File: src/rtl/bp_cce_mshr_file.sv
// Multi-entry MSHR and GPR file for the CCE: block conflict check, lowest-free allocation, field writes, restore, free.
// Define BP_CCE_MSHR_STATS_EN to build the occupancy / high-water-mark counters (outputs tied to zero otherwise).
module bp_cce_mshr_file
    #(parameter int num_mshr_p             = 4
    , parameter int paddr_width_p          = 56
    , parameter int num_lce_p              = 8
    , parameter int lce_assoc_p            = 8
    , parameter int block_size_in_bytes_p  = 64
    , parameter int num_flags_p            = 16
    , parameter int num_gpr_p              = 8
    , parameter int gpr_width_p            = 16
    , localparam int lg_mshr_lp            = (num_mshr_p  > 1) ? $clog2(num_mshr_p)  : 1
    , localparam int lg_lce_lp             = (num_lce_p   > 1) ? $clog2(num_lce_p)   : 1
    , localparam int lg_assoc_lp           = (lce_assoc_p > 1) ? $clog2(lce_assoc_p) : 1
    , localparam int lg_block_lp           = $clog2(block_size_in_bytes_p)
    , localparam int entry_width_lp        = paddr_width_p + lg_lce_lp + lg_assoc_lp + num_flags_p + 3
    )
    (input  logic                              clk_i
    , input  logic                             reset_i
    , input  logic                             alloc_v_i
    , input  logic [paddr_width_p-1:0]         alloc_paddr_i
    , input  logic [lg_lce_lp-1:0]             alloc_lce_id_i
    , input  logic [lg_assoc_lp-1:0]           alloc_way_i
    , output logic                             alloc_ready_o
    , output logic                             alloc_conflict_o
    , output logic [lg_mshr_lp-1:0]            alloc_id_o
    , input  logic [lg_mshr_lp-1:0]            sel_id_i
    , input  logic [num_flags_p-1:0]           flag_w_mask_i
    , input  logic [num_flags_p-1:0]           flags_i
    , input  logic                             coh_w_v_i
    , input  logic [2:0]                       coh_i
    , input  logic                             free_v_i
    , input  logic [lg_mshr_lp-1:0]            free_id_i
    , input  logic                             restore_v_i
    , input  logic [lg_mshr_lp-1:0]            restore_id_i
    , input  logic [entry_width_lp-1:0]        restore_payload_i
    , input  logic [num_gpr_p-1:0]             gpr_w_mask_i
    , input  logic [gpr_width_p-1:0]           gpr_data_i
    , output logic [entry_width_lp-1:0]        mshr_o
    , output logic [num_mshr_p-1:0]            valid_o
    , output logic [num_gpr_p*gpr_width_p-1:0] gpr_o
    , output logic                             err_o
    , output logic [lg_mshr_lp:0]              occupancy_o
    , output logic [lg_mshr_lp:0]              hwm_o
    );

    logic [num_mshr_p-1:0]    valid_r;
    logic [paddr_width_p-1:0] paddr_r [num_mshr_p];
    logic [lg_lce_lp-1:0]     lce_r   [num_mshr_p];
    logic [lg_assoc_lp-1:0]   way_r   [num_mshr_p];
    logic [num_flags_p-1:0]   flags_r [num_mshr_p];
    logic [2:0]               coh_r   [num_mshr_p];
    logic                     err_r;
    logic [gpr_width_p-1:0]   gpr_r   [num_gpr_p];

    logic [num_mshr_p-1:0]            restore_oh_s, free_oh_s, sel_oh_s, cand_s, alloc_oh_s;
    logic [lg_mshr_lp-1:0]            alloc_id_s;
    logic                             conflict_s, ready_s, field_v_s, err_set_s;
    logic [entry_width_lp-1:0]        mshr_s;
    logic [num_gpr_p*gpr_width_p-1:0] gpr_s;

    function automatic logic [num_mshr_p-1:0] id_to_oh(input logic [lg_mshr_lp-1:0] id);
        logic [num_mshr_p-1:0] oh;
        for (int i = 0; i < num_mshr_p; i++) begin
            oh[i] = (id == lg_mshr_lp'(i));
        end
        return oh;
    endfunction

    // Descending scan so the lowest set bit is the last one written
    function automatic logic [lg_mshr_lp-1:0] lowest_idx(input logic [num_mshr_p-1:0] v);
        logic [lg_mshr_lp-1:0] idx;
        idx = '0;
        for (int i = num_mshr_p - 1; i >= 0; i--) begin
            idx = v[i] ? lg_mshr_lp'(i) : idx;
        end
        return idx;
    endfunction

    // Allocation candidates, block conflict detection and protocol error decode
    always_comb begin
        restore_oh_s = id_to_oh(restore_id_i) & {num_mshr_p{restore_v_i}};
        free_oh_s    = id_to_oh(free_id_i) & {num_mshr_p{free_v_i}};
        sel_oh_s     = id_to_oh(sel_id_i);
        cand_s       = ~valid_r & ~restore_oh_s;
        alloc_id_s   = lowest_idx(cand_s);
        conflict_s   = 1'b0;
        for (int i = 0; i < num_mshr_p; i++) begin
            conflict_s = conflict_s | (valid_r[i] &
                (paddr_r[i][paddr_width_p-1:lg_block_lp] == alloc_paddr_i[paddr_width_p-1:lg_block_lp]));
        end
        conflict_s   = conflict_s & alloc_v_i;
        ready_s      = (|cand_s) & ~conflict_s;
        alloc_oh_s   = id_to_oh(alloc_id_s) & {num_mshr_p{alloc_v_i & ready_s}};
        field_v_s    = (|flag_w_mask_i) | coh_w_v_i;
        err_set_s    = (free_v_i & ~(|(free_oh_s & valid_r)))
                     | (restore_v_i & (|(restore_oh_s & valid_r)))
                     | (field_v_s & ~(|(sel_oh_s & valid_r)));
    end

    // Entry state: a restore owns its entry even when illegal; alloc only lands on invalid entries
    always_ff @(posedge clk_i or posedge reset_i) begin
        if (reset_i) begin
            valid_r <= '0;
            for (int i = 0; i < num_mshr_p; i++) begin
                paddr_r[i] <= '0;
                lce_r[i]   <= '0;
                way_r[i]   <= '0;
                flags_r[i] <= '0;
                coh_r[i]   <= 3'b000;
            end
        end else begin
            for (int i = 0; i < num_mshr_p; i++) begin
                if (restore_oh_s[i]) begin
                    if (!valid_r[i]) begin
                        {flags_r[i], coh_r[i], way_r[i], lce_r[i], paddr_r[i]} <= restore_payload_i;
                        valid_r[i] <= 1'b1;
                    end
                end else if (alloc_oh_s[i]) begin
                    paddr_r[i] <= alloc_paddr_i;
                    lce_r[i]   <= alloc_lce_id_i;
                    way_r[i]   <= alloc_way_i;
                    flags_r[i] <= '0;
                    coh_r[i]   <= 3'b000;
                    valid_r[i] <= 1'b1;
                end else if (free_oh_s[i] & valid_r[i]) begin
                    valid_r[i] <= 1'b0;
                end else if (field_v_s & sel_oh_s[i] & valid_r[i]) begin
                    flags_r[i] <= (flags_r[i] & ~flag_w_mask_i) | (flags_i & flag_w_mask_i);
                    if (coh_w_v_i) begin
                        coh_r[i] <= coh_i;
                    end
                end
            end
        end
    end

    // Sticky protocol error flag
    always_ff @(posedge clk_i or posedge reset_i) begin
        if (reset_i) begin
            err_r <= 1'b0;
        end else begin
            err_r <= err_r | err_set_s;
        end
    end

    // GPRs hold their value unless masked in
    always_ff @(posedge clk_i or posedge reset_i) begin
        if (reset_i) begin
            for (int g = 0; g < num_gpr_p; g++) begin
                gpr_r[g] <= '0;
            end
        end else begin
            for (int g = 0; g < num_gpr_p; g++) begin
                if (gpr_w_mask_i[g]) begin
                    gpr_r[g] <= gpr_data_i;
                end
            end
        end
    end

    // Selected-entry mux and GPR flattening
    always_comb begin
        mshr_s = '0;
        gpr_s  = '0;
        for (int i = 0; i < num_mshr_p; i++) begin
            mshr_s = mshr_s | ({entry_width_lp{sel_oh_s[i]}} &
                              {flags_r[i], coh_r[i], way_r[i], lce_r[i], paddr_r[i]});
        end
        for (int g = 0; g < num_gpr_p; g++) begin
            gpr_s[g*gpr_width_p +: gpr_width_p] = gpr_r[g];
        end
    end

    assign alloc_ready_o    = ready_s;
    assign alloc_conflict_o = conflict_s;
    assign alloc_id_o       = alloc_id_s;
    assign mshr_o           = mshr_s;
    assign valid_o          = valid_r;
    assign gpr_o            = gpr_s;
    assign err_o            = err_r;

`ifdef BP_CCE_MSHR_STATS_EN
    function automatic logic [lg_mshr_lp:0] popcount(input logic [num_mshr_p-1:0] v);
        logic [lg_mshr_lp:0] cnt;
        cnt = '0;
        for (int i = 0; i < num_mshr_p; i++) begin
            cnt = cnt + {{lg_mshr_lp{1'b0}}, v[i]};
        end
        return cnt;
    endfunction

    logic [lg_mshr_lp:0] occ_s;
    logic [lg_mshr_lp:0] hwm_r;

    assign occ_s = popcount(valid_r);

    // High-water mark trails occupancy by one cycle
    always_ff @(posedge clk_i or posedge reset_i) begin
        if (reset_i) begin
            hwm_r <= '0;
        end else if (occ_s > hwm_r) begin
            hwm_r <= occ_s;
        end
    end

    assign occupancy_o = occ_s;
    assign hwm_o       = hwm_r;
`else
    assign occupancy_o = '0;
    assign hwm_o       = '0;
`endif

endmodule

File: config.mk
export PLATFORM = sky130hd
export DESIGN_NAME = bp_cce_mshr_file
export DESIGN_NICKNAME = d
export VERILOG_FILES = /design/src/rtl/bp_cce_mshr_file.sv
export SDC_FILE = /design/constraint.sdc
export NUM_CORES = 1
export LEC_CHECK = 0
export ABC_AREA = 1
export CAP_MARGIN = 20
export CORE_MARGIN = 2
export CORE_UTILIZATION = 45
export DETAILED_ROUTE_END_ITERATION = 12
export PLACE_DENSITY = 0.69
export SLEW_MARGIN = 15
export SYNTH_ARGS = -nofsm -noshare
export SYNTH_HDL_FRONTEND = slang
export SYNTH_SLANG_ARGS = --single-unit
File: constraint.sdc
create_clock -name clk_i -period 42.4 [get_ports clk_i]
set_input_delay 6.36 -clock clk_i [delete_from_list [all_inputs] [get_ports clk_i]]
set_output_delay 6.36 -clock clk_i [all_outputs]
set_load 0.05 [all_outputs]
==> summary.md <==
| Metric | Value |
|---|---|
| Power, Total | `~2200 µW` |
| Placement-stage cell area | `roughly 32000 µm²` |
| Die area | `62200 µm²` |
| Worst setup EP type | `primary output` |
| CP max-delay cell | `clkdlybuf4s50_1` |
| Slew @ Worst Pin | `between 1000 and 1500 ps` |
| GRT Residual Overflow | `0` |
| Cell Count Post-Placement | `around 5k` |
| Critical path, cell by cell | `clkdlybuf4s50_1 -> inv_1 -> nor2_4 -> buf_4 -> clkinv_1 -> buf_4 -> o22ai_1 -> a21oi_1 -> o21ai_0 -> clkdlybuf4s50_1` |
| Synth-to-layout area growth | `23.6%` |
| Clock Path Buffers | `3` |
| EDFF count, synth | `0` |
| Cell family with most CP delay | `buffers and inverters` |
| Highest Clock Rate | `approximately 59 MHz` |
| DRT Wirelength | `roughly 110000 µm` |
| RSZ-0062 raised after global routing | `no` |
| Drt via density | `5.59` |
| I/O Buffers | `431` |
| Count leader, synth | `nand2_1` |
| Chip height | `249 µm` |
| Share of Yosys cell area claimed by the top area cell type | `42.2%` |
| CTS clock-pin slew for the worst setup and hold paths | `around 50 ps` |
| CTS tree | `done` |
| Post-synthesis instance total | `3839` |
| CP max FO | `50` |
| Post-synthesis sequential area ratio | `between 40% and 50%` |
| Final instance area | `33500 µm²` |
| Vias in the first global route | `25.8k` |
| Worst-case vdd ir drop | `about 0.068 mV` |
| Synth cell types | `37` |
| Worst setup path startpoint | `sel_id_i[1]` |
| First-pass DRT Iterations | `8` |
| Final worst-path cycle share | `between 30% and 40%` |
| Crit path kind | `in -> out` |
| Worst Hold Class | `reg -> reg` |
| Post-DP HPWL | `roughly 74000 µm` |
| Post-synth ARST share | `100%` |
| Largest net degree at the start of global routing | `143` |
| Finished Layout Cells | `between 4k and 5k` |
| Max cap viols | `0` |
| Post CTS Setup Buffer Count | `0` |
| Reg-to-reg startpoint | `paddr_r[22]` |
| Initial antenna violation count | `11` |
| Syn Area/Cell | `approximately 7.1 µm²` |
| Num CTS Buffers | `53` |
| Setup TNS | `0 ps` |
| Routed vias | `around 28k` |
| Static Leak | `0.0159 µW` |
| Core area | `slightly below 60000 µm²` |
| First-pass GRT wire length | `163000 µm` |
| Tmin final | `16930 ps` |
| Ys Warns | `0` |
| Gr usage total | `34.2%` |
| GPL Wtd Cong | `between 1 and 1.5` |
| WP buf/inv | `6` |
| Status | `complete, no violations` |
| Worst Path Required | `between 30000 and 40000 ps` |
| Synth area leaders | `dfrtp_1 42%, nand2_1 21%, o21ai_0 7.1%, mux2_2 5.3%, inv_1 4.3%` |
| Skew final | `roughly 40 ps` |
| Post-route antenna net violation count | `0` |
| Synth area leader | `dfrtp_1` |
| Synth cell count leaders | `1485 x nand2_1, 457 x dfrtp_1, 383 x o21ai_0, 310 x inv_1, 223 x nor2_1` |
| Setup violators final | `0` |
| Ports | `around 440` |
| Row count | `around 90` |
| CTS sink count | `~460` |
| Drt drc | `0` |
| Dominant synthesized flop cell | `dfrtp_1` |
| Worst path max stage delay | `approximately 940 ps` |
| Fillers | `between 5k and 6k` |
| Wire per inst | `21.9 µm` |
| Post-cts resize count | `0` |
| Final Hold Fails | `0` |
| Critical path arrival | `10570 ps` |
| Nets | `around 4.4k` |
| Starting Density | `45.7%` |
| Seq cells post-synth | `457` |
| Die X | `~250 µm` |
| Share of layout cells above drive strength 1 | `between 8 and 9%` |
| Post-synth design cell area | `around 27000 µm²` |
| PwrDens | `roughly 65 nW/µm²` |
| CP startpoint kind | `primary input` |
| Root Driver | `clkbuf_16` |
| Clock Latency Late Sink | `650 ps` |
| WHS | `between 400 and 500 ps` |
| Hold Path Origin | `lce_r[10]` |
| Slew HR | `about 24%` |
| Detailed Route Iter0 Violations | `approximately 3.2k` |
| Slew Viols, Final | `0` |
| Htree depth | `2` |
| Hold buffers post-CTS | `0` |
[tightest hold or removal path, cell delays in order, from the launching register on]
cell,delay [ps]
dfrtp_1,340
nand2_1,60
nand2_1,50
[state kept, by name, summed over array words and instances, names as in the netlist]
signal and flops:
flags_r 64, err_o 1, lce_r 12, coh_r 12, gpr_o 128, way_r 12
valid_o 4, paddr_r 224
[final timing paths]
check	end	slack (ps)	cells past startpoint
worst max-delay path	mshr_o[7]	25470	10
min in group asynchronous	gpr_o[28]	6280	2
max in group asynchronous	gpr_o[7]	33790	4
worst max register to register	paddr_r[52]	36970	17
worst min-delay path	lce_r[10]	480	2
worst min register to register	lce_r[10]	480	2
[area by class of cell]
class	count	area, µm²	share of cell area [%]
Timing Repair Buffer	460	4570	13.7
Multi-Input combinational cell	2794	13200	39.3
Inverter	374	1420	4.25
Tap cell	773	967	2.89
Antenna cell	5	12.5	0.0374
Clock inverter	25	369	1.10
Clock buffer	74	1540	4.59
Sequential cell	457	11400	34.2
[cell usage in the layout, fill, tap and decap left out, types with 32 or more instances in the layout]
cell / synthesis / final
nand4_1: 35 / 35
clkdlybuf4s50_1: 0 / 431
o21ai_1: 196 / 196
inv_2: 61 / 58
a21oi_1: 109 / 109
nand2_1: 1485 / 1484
clkbuf_16: 0 / 53
mux2_2: 128 / 128
inv_1: 310 / 307
o21ai_0: 383 / 383
nand3_1: 93 / 92
dfrtp_1: 457 / 457
nor2_1: 223 / 220
o22ai_1: 32 / 32
[cell families (layout without fill, tap and decap cells)]
logic type / after synthesis / after routing / share of synthesized area (%)
other cells: 1 / 11 / 0.0138
flops: 457 / 457 / 42.2
compound gates: 755 / 755 / 14.5
simple gates: 1876 / 1876 / 27.5
xor+xnor: 29 / 29 / 0.938
mux: 128 / 128 / 5.32
buf+inv: 593 / 933 / 9.45
[power by group]
group          switching, µW  internal, µW
Clock                    206           297
Sequential               115           600
Combinational            669           295
Total                    991          1190
[layer usage]
layer / share of wire (%) / track usage (%) / vias to the layer above
li1: - / - / 12800
met1: 39 / 45.2 / 13000
met2: 45 / 54.0 / 1619
met3: 11 / 7.67 / 291
met4: 4.9 / 14.8 / 12
met5: 0.059 / 0 / -
[stage by stage]
stage	worst slack (ps)	utilization (%)
5_1_grt	25370	56.5
4_1_cts	25510	56.4
6_report	25470	56.5
2_1_floorplan	23300	-
3_5_place_dp	25530	53.2
3_3_place_gp	25520	53.2
(Power assumes the default switching activity.)
